<file path="src/rtl/ccff_chain_loader.sv">
`default_nettype none
// ============================================================================
// Module   : ccff_chain_loader
// Purpose  : Serialises bitstream words LSB-first into the I/O tile ccff chain.
//            Optional parity readback is built when CCFF_READBACK_EN is defined.
// Revision : 1.0 - initial release
// ============================================================================
module ccff_chain_loader #(
  parameter int CHAIN_LEN = 32,
  parameter int WORD_W    = 8
) (
  input  logic              prog_clk,
  input  logic              prog_reset,
  input  logic              start,
  input  logic              bs_valid,
  input  logic [WORD_W-1:0] bs_data,
  output logic              bs_ready,
  output logic              ccff_head,
  output logic              ccff_en,
  input  logic              ccff_tail,
  output logic              busy,
  output logic              cfg_done,
  output logic              cfg_err
);

  localparam int CNT_W = $clog2(CHAIN_LEN + 1);
  localparam int IDX_W = (WORD_W > 1) ? $clog2(WORD_W) : 1;

  localparam logic [CNT_W-1:0] C_CHAIN_LEN = CNT_W'(CHAIN_LEN);
  localparam logic [CNT_W-1:0] C_LAST_CNT  = CNT_W'(CHAIN_LEN - 1);
  localparam logic [IDX_W-1:0] C_LAST_IDX  = IDX_W'(WORD_W - 1);

`ifdef CCFF_READBACK_EN
  typedef enum logic [1:0] {
    ST_IDLE   = 2'd0,
    ST_LOAD   = 2'd1,
    ST_VERIFY = 2'd2
  } state_t;
`else
  typedef enum logic [1:0] {
    ST_IDLE = 2'd0,
    ST_LOAD = 2'd1
  } state_t;
`endif

  state_t r_state;
  state_t w_next_state;

  logic [WORD_W-1:0] r_buf;
  logic              r_buf_valid;
  logic [IDX_W-1:0]  r_bit_idx;
  logic [CNT_W-1:0]  r_shift_cnt;
  logic [CNT_W-1:0]  r_acc_bits;
  logic              r_cfg_done;

  logic w_start;
  logic w_accept;
  logic w_shift;
  logic w_word_end;
  logic w_final;

`ifdef CCFF_READBACK_EN
  logic r_cfg_err;
  logic r_load_par;
  logic r_tail_par;
  logic w_verify;
  logic w_verify_last;
`else
  logic w_unused_tail;
  assign w_unused_tail = ccff_tail;
`endif

  assign w_start  = start & (r_state == ST_IDLE);
  assign w_accept = bs_valid & bs_ready;

  // State register
  always_ff @(posedge prog_clk or negedge prog_reset) begin
    if (!prog_reset) begin
      r_state <= ST_IDLE;
    end else begin
      r_state <= w_next_state;
    end
  end

  // Next state and chain-facing outputs
  always_comb begin
    w_next_state = r_state;
    bs_ready     = 1'b0;
    ccff_en      = 1'b0;
    ccff_head    = 1'b0;
    w_shift      = 1'b0;
    w_word_end   = 1'b0;
    w_final      = 1'b0;
`ifdef CCFF_READBACK_EN
    w_verify      = 1'b0;
    w_verify_last = 1'b0;
`endif
    case (r_state)
      ST_IDLE: begin
        if (start) begin
          w_next_state = ST_LOAD;
        end
      end
      ST_LOAD: begin
        w_shift    = r_buf_valid;
        w_word_end = r_buf_valid & (r_bit_idx == C_LAST_IDX);
        w_final    = r_buf_valid & (r_shift_cnt == C_LAST_CNT);
        ccff_en    = r_buf_valid;
        ccff_head  = r_buf_valid & r_buf[0];
        // Refill in the same cycle the last bit leaves, so words stream without a bubble
        bs_ready   = (!r_buf_valid || w_word_end) && (r_acc_bits < C_CHAIN_LEN);
        if (w_final) begin
`ifdef CCFF_READBACK_EN
          w_next_state = ST_VERIFY;
`else
          w_next_state = ST_IDLE;
`endif
        end
      end
`ifdef CCFF_READBACK_EN
      ST_VERIFY: begin
        // Recirculate tail into head so the chain ends up unchanged
        w_verify      = 1'b1;
        w_verify_last = (r_shift_cnt == C_LAST_CNT);
        ccff_en       = 1'b1;
        ccff_head     = ccff_tail;
        if (w_verify_last) begin
          w_next_state = ST_IDLE;
        end
      end
`endif
      default: begin
        w_next_state = ST_IDLE;
      end
    endcase
  end

  // Word buffer, counters and completion flags
  always_ff @(posedge prog_clk or negedge prog_reset) begin
    if (!prog_reset) begin
      r_buf       <= '0;
      r_buf_valid <= 1'b0;
      r_bit_idx   <= '0;
      r_shift_cnt <= '0;
      r_acc_bits  <= '0;
      r_cfg_done  <= 1'b0;
`ifdef CCFF_READBACK_EN
      r_cfg_err   <= 1'b0;
      r_load_par  <= 1'b0;
      r_tail_par  <= 1'b0;
`endif
    end else begin
      if (w_start) begin
        r_buf_valid <= 1'b0;
        r_bit_idx   <= '0;
        r_shift_cnt <= '0;
        r_acc_bits  <= '0;
        r_cfg_done  <= 1'b0;
`ifdef CCFF_READBACK_EN
        r_cfg_err   <= 1'b0;
        r_load_par  <= 1'b0;
        r_tail_par  <= 1'b0;
`endif
      end

      if (w_accept) begin
        r_buf       <= bs_data;
        r_buf_valid <= 1'b1;
        r_bit_idx   <= '0;
        // Saturate at CHAIN_LEN; surplus bits of the last word are never shifted
        if (int'(r_acc_bits) + WORD_W >= CHAIN_LEN) begin
          r_acc_bits <= C_CHAIN_LEN;
        end else begin
          r_acc_bits <= r_acc_bits + CNT_W'(WORD_W);
        end
      end else if (w_shift) begin
        r_buf     <= r_buf >> 1;
        r_bit_idx <= r_bit_idx + IDX_W'(1);
        if (w_word_end) begin
          r_buf_valid <= 1'b0;
        end
      end

      if (w_shift) begin
        r_shift_cnt <= w_final ? '0 : r_shift_cnt + CNT_W'(1);
      end

      if (w_final) begin
        r_buf_valid <= 1'b0;
`ifndef CCFF_READBACK_EN
        r_cfg_done  <= 1'b1;
`endif
      end

`ifdef CCFF_READBACK_EN
      if (w_shift) begin
        r_load_par <= r_load_par ^ r_buf[0];
      end

      if (w_verify) begin
        r_tail_par <= r_tail_par ^ ccff_tail;
        if (w_verify_last) begin
          r_shift_cnt <= '0;
          r_cfg_done  <= (r_load_par == (r_tail_par ^ ccff_tail));
          r_cfg_err   <= (r_load_par != (r_tail_par ^ ccff_tail));
        end else begin
          r_shift_cnt <= r_shift_cnt + CNT_W'(1);
        end
      end
`endif
    end
  end

  assign busy     = (r_state != ST_IDLE);
  assign cfg_done = r_cfg_done;
`ifdef CCFF_READBACK_EN
  assign cfg_err  = r_cfg_err;
`else
  assign cfg_err  = 1'b0;
`endif

endmodule
`default_nettype wire

</file>
<file path="config.mk">
export PLATFORM = sky130hd
export DESIGN_NAME = ccff_chain_loader
export DESIGN_NICKNAME = d
export VERILOG_FILES = /design/src/rtl/ccff_chain_loader.sv
export SDC_FILE = /design/constraint.sdc
export NUM_CORES = 1
export LEC_CHECK = 0
export CAP_MARGIN = 20
export CORE_MARGIN = 2
export CORE_UTILIZATION = 40
export CTS_CLUSTER_DIAMETER = 40
export DETAILED_ROUTE_END_ITERATION = 10
export DONT_BUFFER_PORTS = 1
export PLACE_DENSITY_LB_ADDON = 0.1
export SETUP_SLACK_MARGIN = 0.02
export SKIP_LAST_GASP = 1
export SLEW_MARGIN = 20
export SYNTH_ARGS = -nofsm -noshare
export SYNTH_HDL_FRONTEND = slang
export SYNTH_SLANG_ARGS = --single-unit
</file>
<file path="constraint.sdc">
create_clock -name prog_clk -period 2.3 [get_ports prog_clk]
set_input_delay 0.345 -clock prog_clk [delete_from_list [all_inputs] [get_ports prog_clk]]
set_output_delay 0.345 -clock prog_clk [all_outputs]
set_load 0.1 [all_outputs]
</file>
==> results by group <==
Drt
  – 1st-iter DRT viols: 28
  – Via Count: 777
  – ANT nets after route: 0
  – Post-Route WL: 2110 um
  – Number of iterations in the first detailed-routing pass: 4
  – Wire length per cell: 14.6 um
  – DR vias/cell: 5.36
  – DR DRC count: 0

Timing
  – Hold Worst Slack: 155 ps
  – Crit share post-route: 0.887
  – Worst-margin pin slew: 641 ps
  – Worst Slack Setup Final: 260 ps
  – RSZ-0062 raised after global routing: no
  – Count of final hold-check violations: 0
  – Minimum clock period after layout: 2040 ps
  – Pins over their slew limit: 0
  – Achievable Freq: 490 MHz
  – Skew final: 6.77 ps
  – Final setup viols: 0
  – Slew HR: 0.561

Clocking
  – CTS tree: done
  – CTS sink cnt: 23
  – # H-tree levels: 1
  – Latest clock arrival within the worst-skew pair: 310 ps
  – Post-CTS Setup Bufs: 0
  – Clock buffer depth: 2
  – CTS Buf Count: 3
  – Worst-path clk slew: 120 ps
  – Root Driver: clkbuf_4

Worst setup path
  – Worst setup startpoint: r_state[0]$_DFFE_PN0P_
  – Worst Setup End Kind: primary output
  – Flop-to-flop setup slack: 400 ps
  – Critical path type: flip-flop to primary output
  – CP Launch Type: flip-flop
  – Worst Path Max Fanout: 12
  – Worst EP arrival: 1690 ps
  – Worst R2R Path Depth: 4
  – Reg2reg end: r_bit_idx[2]$_DFFE_PN0P_
  – Critical R2R Launch: r_state[0]$_DFFE_PN0P_
  – WP data required: 1960 ps

GRT
  – Grt ovf: 0
  – Grt met1 use: 0.211
  – Vias in the first global route: 793
  – Most used routing layer: met1
  – Initial antenna violation count: 0
  – Met3 GRT Util: 0.0218
  – Largest net degree at the start of global routing: 24
  – GRT met2 Usage: 0.206
  – First-pass GRT wire length: 3710 um
  – All-layer global routing usage: 0.144

Cells and area
  – Nets: 131
  – Sequential cell area: 576 um^2
  – Share of cells above drive strength 1: 0.250
  – Most common cell after layout, fill and taps aside: dfrtp_1
  – Area growth from synthesis to layout: 10.9%
  – Multi-input gate area: 609 um^2
  – Most frequent cells in the layout: 23 x dfrtp_1, 10 x nand2_1, 9 x mux2_2
  – Filler cells: 287
  – N_diodes: 0

Place
  – DP Worst Slack: 395 ps
  – Hpwl dp: 1470 um
  – GPL Wtd Cong: 0.764
  – IO buf count: 0

Logic synthesis
  – Post-synthesis sequential area ratio: 0.473
  – Share of the synthesized area in the top cell type: 0.473
  – Synth Area per Inst: 11.5 um^2
  – Yosys cell types: 36
  – Post-Syn Nets: 124
  – Top cells by area, synth: dfrtp_1 47%, mux2_2 8.3%, mux2_4 6.2%
  – Area of the mapped netlist: 1220 um^2
  – Post-synth top area cell: dfrtp_1
  – Asr flop ratio synth: 1.00
  – Flops & latches, synth: 23
  – Post-synth EDFFs: 0
  – Main synth FF type: dfrtp_1
  – Post-Synthesis Cells: 106
  – Yosys warning total: 0

Floorplan
  – Die area: 3500 um^2
  – I/O pin cnt: 19
  – Height of the die: 59.2 um
  – Core area: 2980 um^2
  – Horiz. Die Dim: 59.2 um
  – Num rows: 20
  – Initial core utilization: 0.409

Pwr
  – Pwr Total: 1.78 mW
  – Maximum VDD drop: 0.000576 V
  – Power per cell area: 1320 nW/um^2
  – Leakage: 0.610 nW

Hold path
  – WHS Path Cells: 2
  – Hold Crit Start: bs_data[7]
  – Hold EP: r_buf[7]$_DFFE_PN0P_
  – HP Class: primary input to flip-flop

Run
  – Max Cap Viol: 0

Run status
  – Status: complete, no violations
[state kept, by name, summed over array words and instances (netlist names)]
name	flops
r_buf	8
r_shift_cnt	6
r_acc_bits	3
r_bit_idx	3
cfg_done	1
r_buf_valid	1
r_state	1
[through the flow]
| step | setup TNS (ps) | cells | utilization | instance area, um^2 |
|---|---|---|---|---|
| 6_report | 0 | 145 | 0.453 | 1350 |
| 5_1_grt | 0 | 145 | 0.453 | 1350 |
| 4_1_cts | 0 | 145 | 0.453 | 1350 |
| 3_5_place_dp | 0 | 139 | 0.434 | 1290 |
| 3_3_place_gp | 0 | 139 | 0.434 | 1290 |
| 2_1_floorplan | -95.5 | 106 | - | 1230 |
[final cells by class]
class,instances,area share
Tap cell,33,0.0306
Sequential cell,23,0.426
Clock buffer,4,0.0195
Multi-Input combinational cell,76,0.451
Inverter,3,0.00927
Timing Repair Buffer,6,0.0630
[power breakdown]
part	internal (mW)	total [mW]	switching, mW
combinational	0.385	0.888	0.503
clock	0.0677	0.185	0.117
sequential	0.569	0.706	0.138
total	1.02	1.78	0.757
[worst max path at each step]
stage | end | slack [ps] | depth (start not counted)
CTS | ccff_en | 230 | 2
global placement | r_bit_idx[2]$_DFFE_PN0P_ | 400 | 4
finish | ccff_en | 260 | 2
detailed placement | r_bit_idx[2]$_DFFE_PN0P_ | 390 | 4
global route | ccff_en | 150 | 2
floorplan | bs_ready | -100 | 2
[Yosys cell counts, drive strengths merged (2+ instances only)]
master / number
a22o: 2
nand3: 3
inv: 2
buf: 4
a21boi: 2
a21oi: 2
a22oi: 2
nor2: 5
nand3b: 2
o31ai: 2
mux2i: 5
nand2: 11
ha: 5
mux2: 14
o21ai: 5
nand2b: 2
dfrtp: 23
[timing repair]
action / in CTS / in global routing
gates resized for setup: 0 / 0
endpoints found under the setup margin: 0 / 0
endpoints found under the hold margin: 23 / 0
hold buffers: 2 / 0
[kinds of logic after synthesis]
family,share of synthesized area
and+or+nand+nor,0.144
muxes,0.186
buffers and inverters,0.0370
DFF,0.473
other,0.00308
AOI/OAI and AO/OA,0.106
adders and majority gates,0.0514
[per-layer routing]
metal  up-vias  wire (um)
li1        385          -
met1       378       1100
met2        12        924
met3         2         71
met4         0         17
met5         -          0
[critical path, cell delays in order, from the launching register on]
cell and delay (ps):
dfrtp_1 530, nand2_2 340, clkinv_2 520
Power figures use the tool's default switching activity.
